### src/rtl/ra_pkg.sv
// Shared constants and helpers for the return-address stack.
package ra_pkg;

    localparam int RA_W     = 32;
    localparam int RA_DEPTH = 8;

    // Bits needed to hold an occupancy value in 0..depth inclusive.
    function automatic int ra_cnt_w(input int depth);
        return $clog2(depth + 1);
    endfunction

endpackage

### src/rtl/ra_stack_ptr.sv
// Stack pointer and occupancy tracking for ra_stack.
// Produces the entry write strobe/index, the read index of the top entry,
// and the status flags (empty, full, sticky overflow, underflow pulse).
module ra_stack_ptr
    import ra_pkg::*;
#(
    parameter int DEPTH = RA_DEPTH,
    parameter int SPW   = $clog2(DEPTH),
    parameter int CW    = ra_cnt_w(DEPTH)
) (
    input  logic           clk,
    input  logic           reset,
    input  logic           flush,
    input  logic           push,
    input  logic           pop,
    output logic           wr_en,
    output logic [SPW-1:0] wr_idx,
    output logic [SPW-1:0] rd_idx,
    output logic [CW-1:0]  count,
    output logic           empty,
    output logic           full,
    output logic           overflow,
    output logic           underflow
);

    localparam logic [SPW-1:0] SP_ONE  = SPW'(1);
    localparam logic [CW-1:0]  CNT_ONE = CW'(1);
    localparam logic [CW-1:0]  CNT_MAX = CW'(DEPTH);

    logic [SPW-1:0] sp_q, sp_d;
    logic [CW-1:0]  count_d;
    logic           ovf_d, unf_d;

    assign empty  = (count == '0);
    assign full   = (count == CNT_MAX);
    assign rd_idx = sp_q - SP_ONE;

    // Next pointer/count/flag values and entry write selection.
    always_comb begin
        sp_d    = sp_q;
        count_d = count;
        ovf_d   = overflow;
        unf_d   = 1'b0;
        wr_en   = 1'b0;
        wr_idx  = sp_q;
        if (flush) begin
            sp_d    = '0;
            count_d = '0;
            ovf_d   = 1'b0;
        end else if (push && pop && !empty) begin
            // Return-then-call: replace the top entry in place.
            wr_en  = 1'b1;
            wr_idx = sp_q - SP_ONE;
        end else if (push) begin
            // Push wraps over the oldest entry when full; count saturates.
            wr_en = 1'b1;
            sp_d  = sp_q + SP_ONE;
            if (full) ovf_d = 1'b1;
            else      count_d = count + CNT_ONE;
        end else if (pop) begin
            if (empty) begin
                unf_d = 1'b1;
            end else begin
                sp_d    = sp_q - SP_ONE;
                count_d = count - CNT_ONE;
            end
        end
    end

    // Pointer, occupancy and flag registers.
    always_ff @(posedge clk or negedge reset) begin
        if (!reset) begin
            sp_q      <= '0;
            count     <= '0;
            overflow  <= 1'b0;
            underflow <= 1'b0;
        end else begin
            sp_q      <= sp_d;
            count     <= count_d;
            overflow  <= ovf_d;
            underflow <= unf_d;
        end
    end

endmodule

### src/rtl/ra_stack.sv
// Return-address stack: circular entry storage plus top-of-stack mux.
// Define RA_STACK_BYPASS_EN to forward an incoming push straight to top in
// the same cycle; by default top comes only from registered state.
module ra_stack
    import ra_pkg::*;
#(
    parameter int N     = RA_W,
    parameter int DEPTH = RA_DEPTH
) (
    input  logic                       clk,
    input  logic                       reset,
    input  logic                       flush,
    input  logic                       push,
    input  logic                       pop,
    input  logic [N-1:0]               push_data,
    output logic [N-1:0]               top,
    output logic [ra_cnt_w(DEPTH)-1:0] count,
    output logic                       empty,
    output logic                       full,
    output logic                       overflow,
    output logic                       underflow
);

    localparam int SPW = $clog2(DEPTH);
    localparam int CW  = ra_cnt_w(DEPTH);

    if (DEPTH < 2 || DEPTH > 64 || (DEPTH & (DEPTH - 1)) != 0) begin : g_bad_depth
        $error("ra_stack: DEPTH must be a power of two in 2..64");
    end

    logic [N-1:0]   mem [DEPTH];
    logic           push_eff;
    logic           wr_en;
    logic [SPW-1:0] wr_idx, rd_idx;
    logic [N-1:0]   top_reg;

    // A zero return address is treated as "no call".
    assign push_eff = push && (push_data != '0);

    ra_stack_ptr #(
        .DEPTH (DEPTH),
        .SPW   (SPW),
        .CW    (CW)
    ) u_ptr (
        .clk       (clk),
        .reset     (reset),
        .flush     (flush),
        .push      (push_eff),
        .pop       (pop),
        .wr_en     (wr_en),
        .wr_idx    (wr_idx),
        .rd_idx    (rd_idx),
        .count     (count),
        .empty     (empty),
        .full      (full),
        .overflow  (overflow),
        .underflow (underflow)
    );

    // Entry storage; contents survive pop and flush, cleared only by reset.
    always_ff @(posedge clk or negedge reset) begin
        if (!reset) begin
            for (int i = 0; i < DEPTH; i++) mem[i] <= '0;
        end else if (wr_en) begin
            mem[wr_idx] <= push_data;
        end
    end

    assign top_reg = empty ? '0 : mem[rd_idx];

`ifdef RA_STACK_BYPASS_EN
    // Forward the incoming return address ahead of the storage write.
    always_comb begin
        top = top_reg;
        if (push_eff && !flush) top = push_data;
    end
`else
    // Registered-only top of stack.
    always_comb begin
        top = top_reg;
    end
`endif

endmodule
### config.mk
export PLATFORM = sky130hd
export DESIGN_NAME = ra_stack
export DESIGN_NICKNAME = d
export VERILOG_FILES = /design/src/rtl/ra_pkg.sv /design/src/rtl/ra_stack_ptr.sv /design/src/rtl/ra_stack.sv
export SDC_FILE = /design/constraint.sdc
export NUM_CORES = 1
export LEC_CHECK = 0
export BUFFER_PORTS_ARGS = -buffer_cell sky130_fd_sc_hd__buf_2
export CAP_MARGIN = 20
export CELL_PAD_IN_SITES_DETAIL_PLACEMENT = 1
export CELL_PAD_IN_SITES_GLOBAL_PLACEMENT = 1
export CORE_MARGIN = 2
export CORE_UTILIZATION = 42
export DETAILED_ROUTE_END_ITERATION = 10
export PLACE_DENSITY = 0.73
export SLEW_MARGIN = 15
export SYNTH_ARGS = -nofsm -noshare
export SYNTH_HDL_FRONTEND = slang
export SYNTH_SLANG_ARGS = --single-unit
export TNS_END_PERCENT = 30
### constraint.sdc
create_clock -name clk -period 2.3 [get_ports clk]
set_input_delay 0.115 -clock clk [delete_from_list [all_inputs] [get_ports clk]]
set_output_delay 0.115 -clock clk [all_outputs]
set_load 0.1 [all_outputs]
==> flow_summary.json <==
{
  "status": "finished, violations left",
  "violations": "setup timing",
  "vias_per_cell": 5.975,
  "clock-sinks": 265,
  "synth-async-reset-ratio": 1.000,
  "gp_congestion": 0.7551,
  "r2r_slack_ps": -230,
  "cts_tree": "yes",
  "ys_seq_area_frac": 0.5414,
  "dp.cells": 1326,
  "grt_antenna_before_repair": 0,
  "cts_made_buffers": 29,
  "cp_num_buf_inv": 4,
  "criticalPathCategory": "flip-flop to output port",
  "layout_min_cycle_time_ps": 2566,
  "syn_nets": 880,
  "rsz0062_at_grt": "yes",
  "dieArea_mm2": 0.03055,
  "netlist-cell-type-count": 35,
  "clk_path_buf_depth": 3,
  "critPathMaxStageDelay_ps": 510,
  "initial_core_util": 0.4268,
  "hold_viol_final": 0,
  "startpoint_type": "flip-flop",
  "grt_max_degree": 67,
  "path_cells": "inv_6, ha_4, buf_12, buf_12, mux4_2, nand2_1, a21oi_4, buf_12",
  "worst_setup_path_end_kind": "output port",
  "grt-ovfl-total": 0,
  "final_area_mm2": 0.01769,
  "rows": 62,
  "worstMarginPinSlew_ps": 589.2,
  "die_width_um": 174.8,
  "slowest_stage": "dfrtp_4",
  "grt-busiest-layer": "met2",
  "syn_inst": 839,
  "crit_path_frequent_cell": "buf_12",
  "drive_above_1_share": 0.5899,
  "fin_crit_sh": 1.116,
  "crit_arrival_ps": 2450,
  "insertion_delay_ps": 560,
  "grt_pass1_vias": 9358,
  "core_area_mm2": 0.02870,
  "r2r_cells": 9,
  "setup_slack_ps": -266.1,
  "multi_input_area_mm2": 0.006471,
  "grt.met3_usage": 0.02981,
  "cap_violations": 0,
  "drt_first_pass_iters": 5,
  "vias": 8676,
  "netlist_area_mm2": 0.01225,
  "synth_ff_type": "dfrtp_1",
  "worstPathRequired_ps": 2180,
  "grt_usage": 0.2559,
  "synth_edf_count": 0,
  "cts_root_buf": "clkbuf_16",
  "hp-class": "primary input to flip-flop",
  "slew_viol_final": 0,
  "hpwl_mm": 20.35,
  "final_nets": 1088,
  "drc": 0,
  "ant_nets": 0,
  "fillers": 2561,
  "hold_depth": 3,
  "drtIter0Drc": 618,
  "r2r-start": "u_ptr.count[1]",
  "drt-wirelength-per-cell_um": 31.28,
  "met1_usage": 0.3373,
  "ys_ff_latch": 265,
  "fin_skew_ps": 12.83,
  "wl_mm": 45.41,
  "place_area_mm2": 0.01478,
  "num_io_pins": 77,
  "dieHeight_um": 174.8,
  "fin_cells": 1452,
  "synthToLayoutAreaGrowth_pct": 44.40,
  "seq_area_mm2": 0.006645,
  "avgSynthCellArea_um2": 14.60,
  "grt_pass1_wl_mm": 58.97,
  "cp_max_fo": 6,
  "r2r-end": "mem[84]",
  "max_freq_mhz": 389.7,
  "n_antenna_cell": 0,
  "met2_usage": 0.4422,
  "holdPathEnd": "mem[30]",
  "mostFrequentLayoutCell": "dfrtp_1",
  "htreeDepth": 1,
  "relSlewSlack": 0.6072,
  "final_cell_mix": "dfrtp_1, mux2_4, mux2_2",
  "hold_path_startpoint": "push_data[30]",
  "place.port_buffers": 76,
  "cp_top_family": "buffers and inverters",
  "ys_warn_count": 0,
  "path_clk_slew_ps": 60,
  "setup-violations-final": 288
}
synthesized netlist by cell type (2+ instances only):
| cell type | number | area (um2) |
|---|---|---|
| a21oi_1 | 36 | 180.2 |
| a311oi_1 | 3 | 26.28 |
| buf_1 | 11 | 41.29 |
| buf_2 | 24 | 120.1 |
| clkbuf_1 | 26 | 97.59 |
| dfrtp_1 | 265 | 6631 |
| ha_1 | 4 | 50.05 |
| inv_1 | 5 | 18.77 |
| mux2_1 | 157 | 1768 |
| mux2_2 | 101 | 1137 |
| mux2i_1 | 6 | 60.06 |
| mux4_2 | 64 | 1441 |
| nand2_1 | 83 | 311.6 |
| nand2b_1 | 4 | 25.02 |
| nand4_1 | 2 | 12.51 |
| nor2_1 | 10 | 37.54 |
| nor3_1 | 4 | 20.02 |
| nor3b_2 | 2 | 25.02 |
| nor4_1 | 8 | 50.05 |
| o21ai_0 | 4 | 20.02 |
| xnor2_1 | 6 | 52.55 |
repair_timing:
item,CTS,global route
hold buffers,31,0
cloned,11,12
gates resized for setup,101,119
endpoints found under the setup margin,293,294
setup buffers,14,7
pin swaps,23,24
endpoints found under the hold margin,256,0
metrics by stage:
step	setup TNS (ps)	setup WS [ps]	hold WS, ps	util
after detailed placement	-144530	-609.6	129.3	0.5150
after global placement	-140820	-586.9	131.4	0.5150
final	-40130	-266.1	11.37	0.6163
after global routing	-55690	-277.2	17.62	0.6163
after floorplan	-95530	-404.2	-180.6	-
after CTS	-40360	-211.1	4.182	0.5889
flip-flops by register name (all words and copies together), names as in the netlist:
register	flops
mem	256
u_ptr.underflow	1
u_ptr.count	4
u_ptr.sp_q	3
u_ptr.overflow	1
cells by family (layout without fill, tap and decap cells):
family	after synthesis	after routing	share of synthesized area
multiplexers	328	328	0.3598
flip-flops	265	265	0.5414
AND/OR/NAND/NOR	119	119	0.04382
buffers and inverters	66	295	0.02268
AO/OA/AOI/OAI	50	50	0.02329
XOR/XNOR	7	7	0.005005
adder cells (fa/ha/maj)	4	4	0.004086
cell type report:
| cell class | instances | area share |
|---|---|---|
| Sequential cell | 265 | 0.3757 |
| Tap cell | 384 | 0.02716 |
| Clock inverter | 11 | 0.009196 |
| Inverter | 5 | 0.001344 |
| Timing Repair Buffer | 238 | 0.1721 |
| Multi-Input combinational cell | 508 | 0.3658 |
| Clock buffer | 41 | 0.04867 |
how the worst max path moves through the flow:
stage,from,endpoint,slack [ps],cells after the start
finish,u_ptr.sp_q[0],top[18],-270,8
global route,u_ptr.sp_q[0],top[20],-280,8
CTS,u_ptr.sp_q[0],top[22],-210,8
detailed placement,push_data[29],mem[88],-610,8
global placement,push_data[29],mem[166],-590,8
floorplan,u_ptr.count[0],mem[10],-400,8
routing by layer:
layer | share of wire | vias to the layer above | wire, um
li1 | - | 3506 | -
met1 | 0.39 | 4643 | 17670
met2 | 0.51 | 383 | 23130
met3 | 0.053 | 144 | 2387
met4 | 0.049 | 0 | 2229
met5 | 0 | - | 0
worst reg2reg max path, cell delays in order, from the launching register on:
cell and delay, ps:
dfrtp_4 490, nor4_4 360, nor3b_4 110, buf_6 140, o211ai_4 170, mux2i_4 370, buf_6 150, nand2_8 110
clkbuf_16 210, mux2_4 310
Power is left out: the tool's default activity adds up to more than one toggle a clock period on the data nets, which glitch-free logic cannot reach.
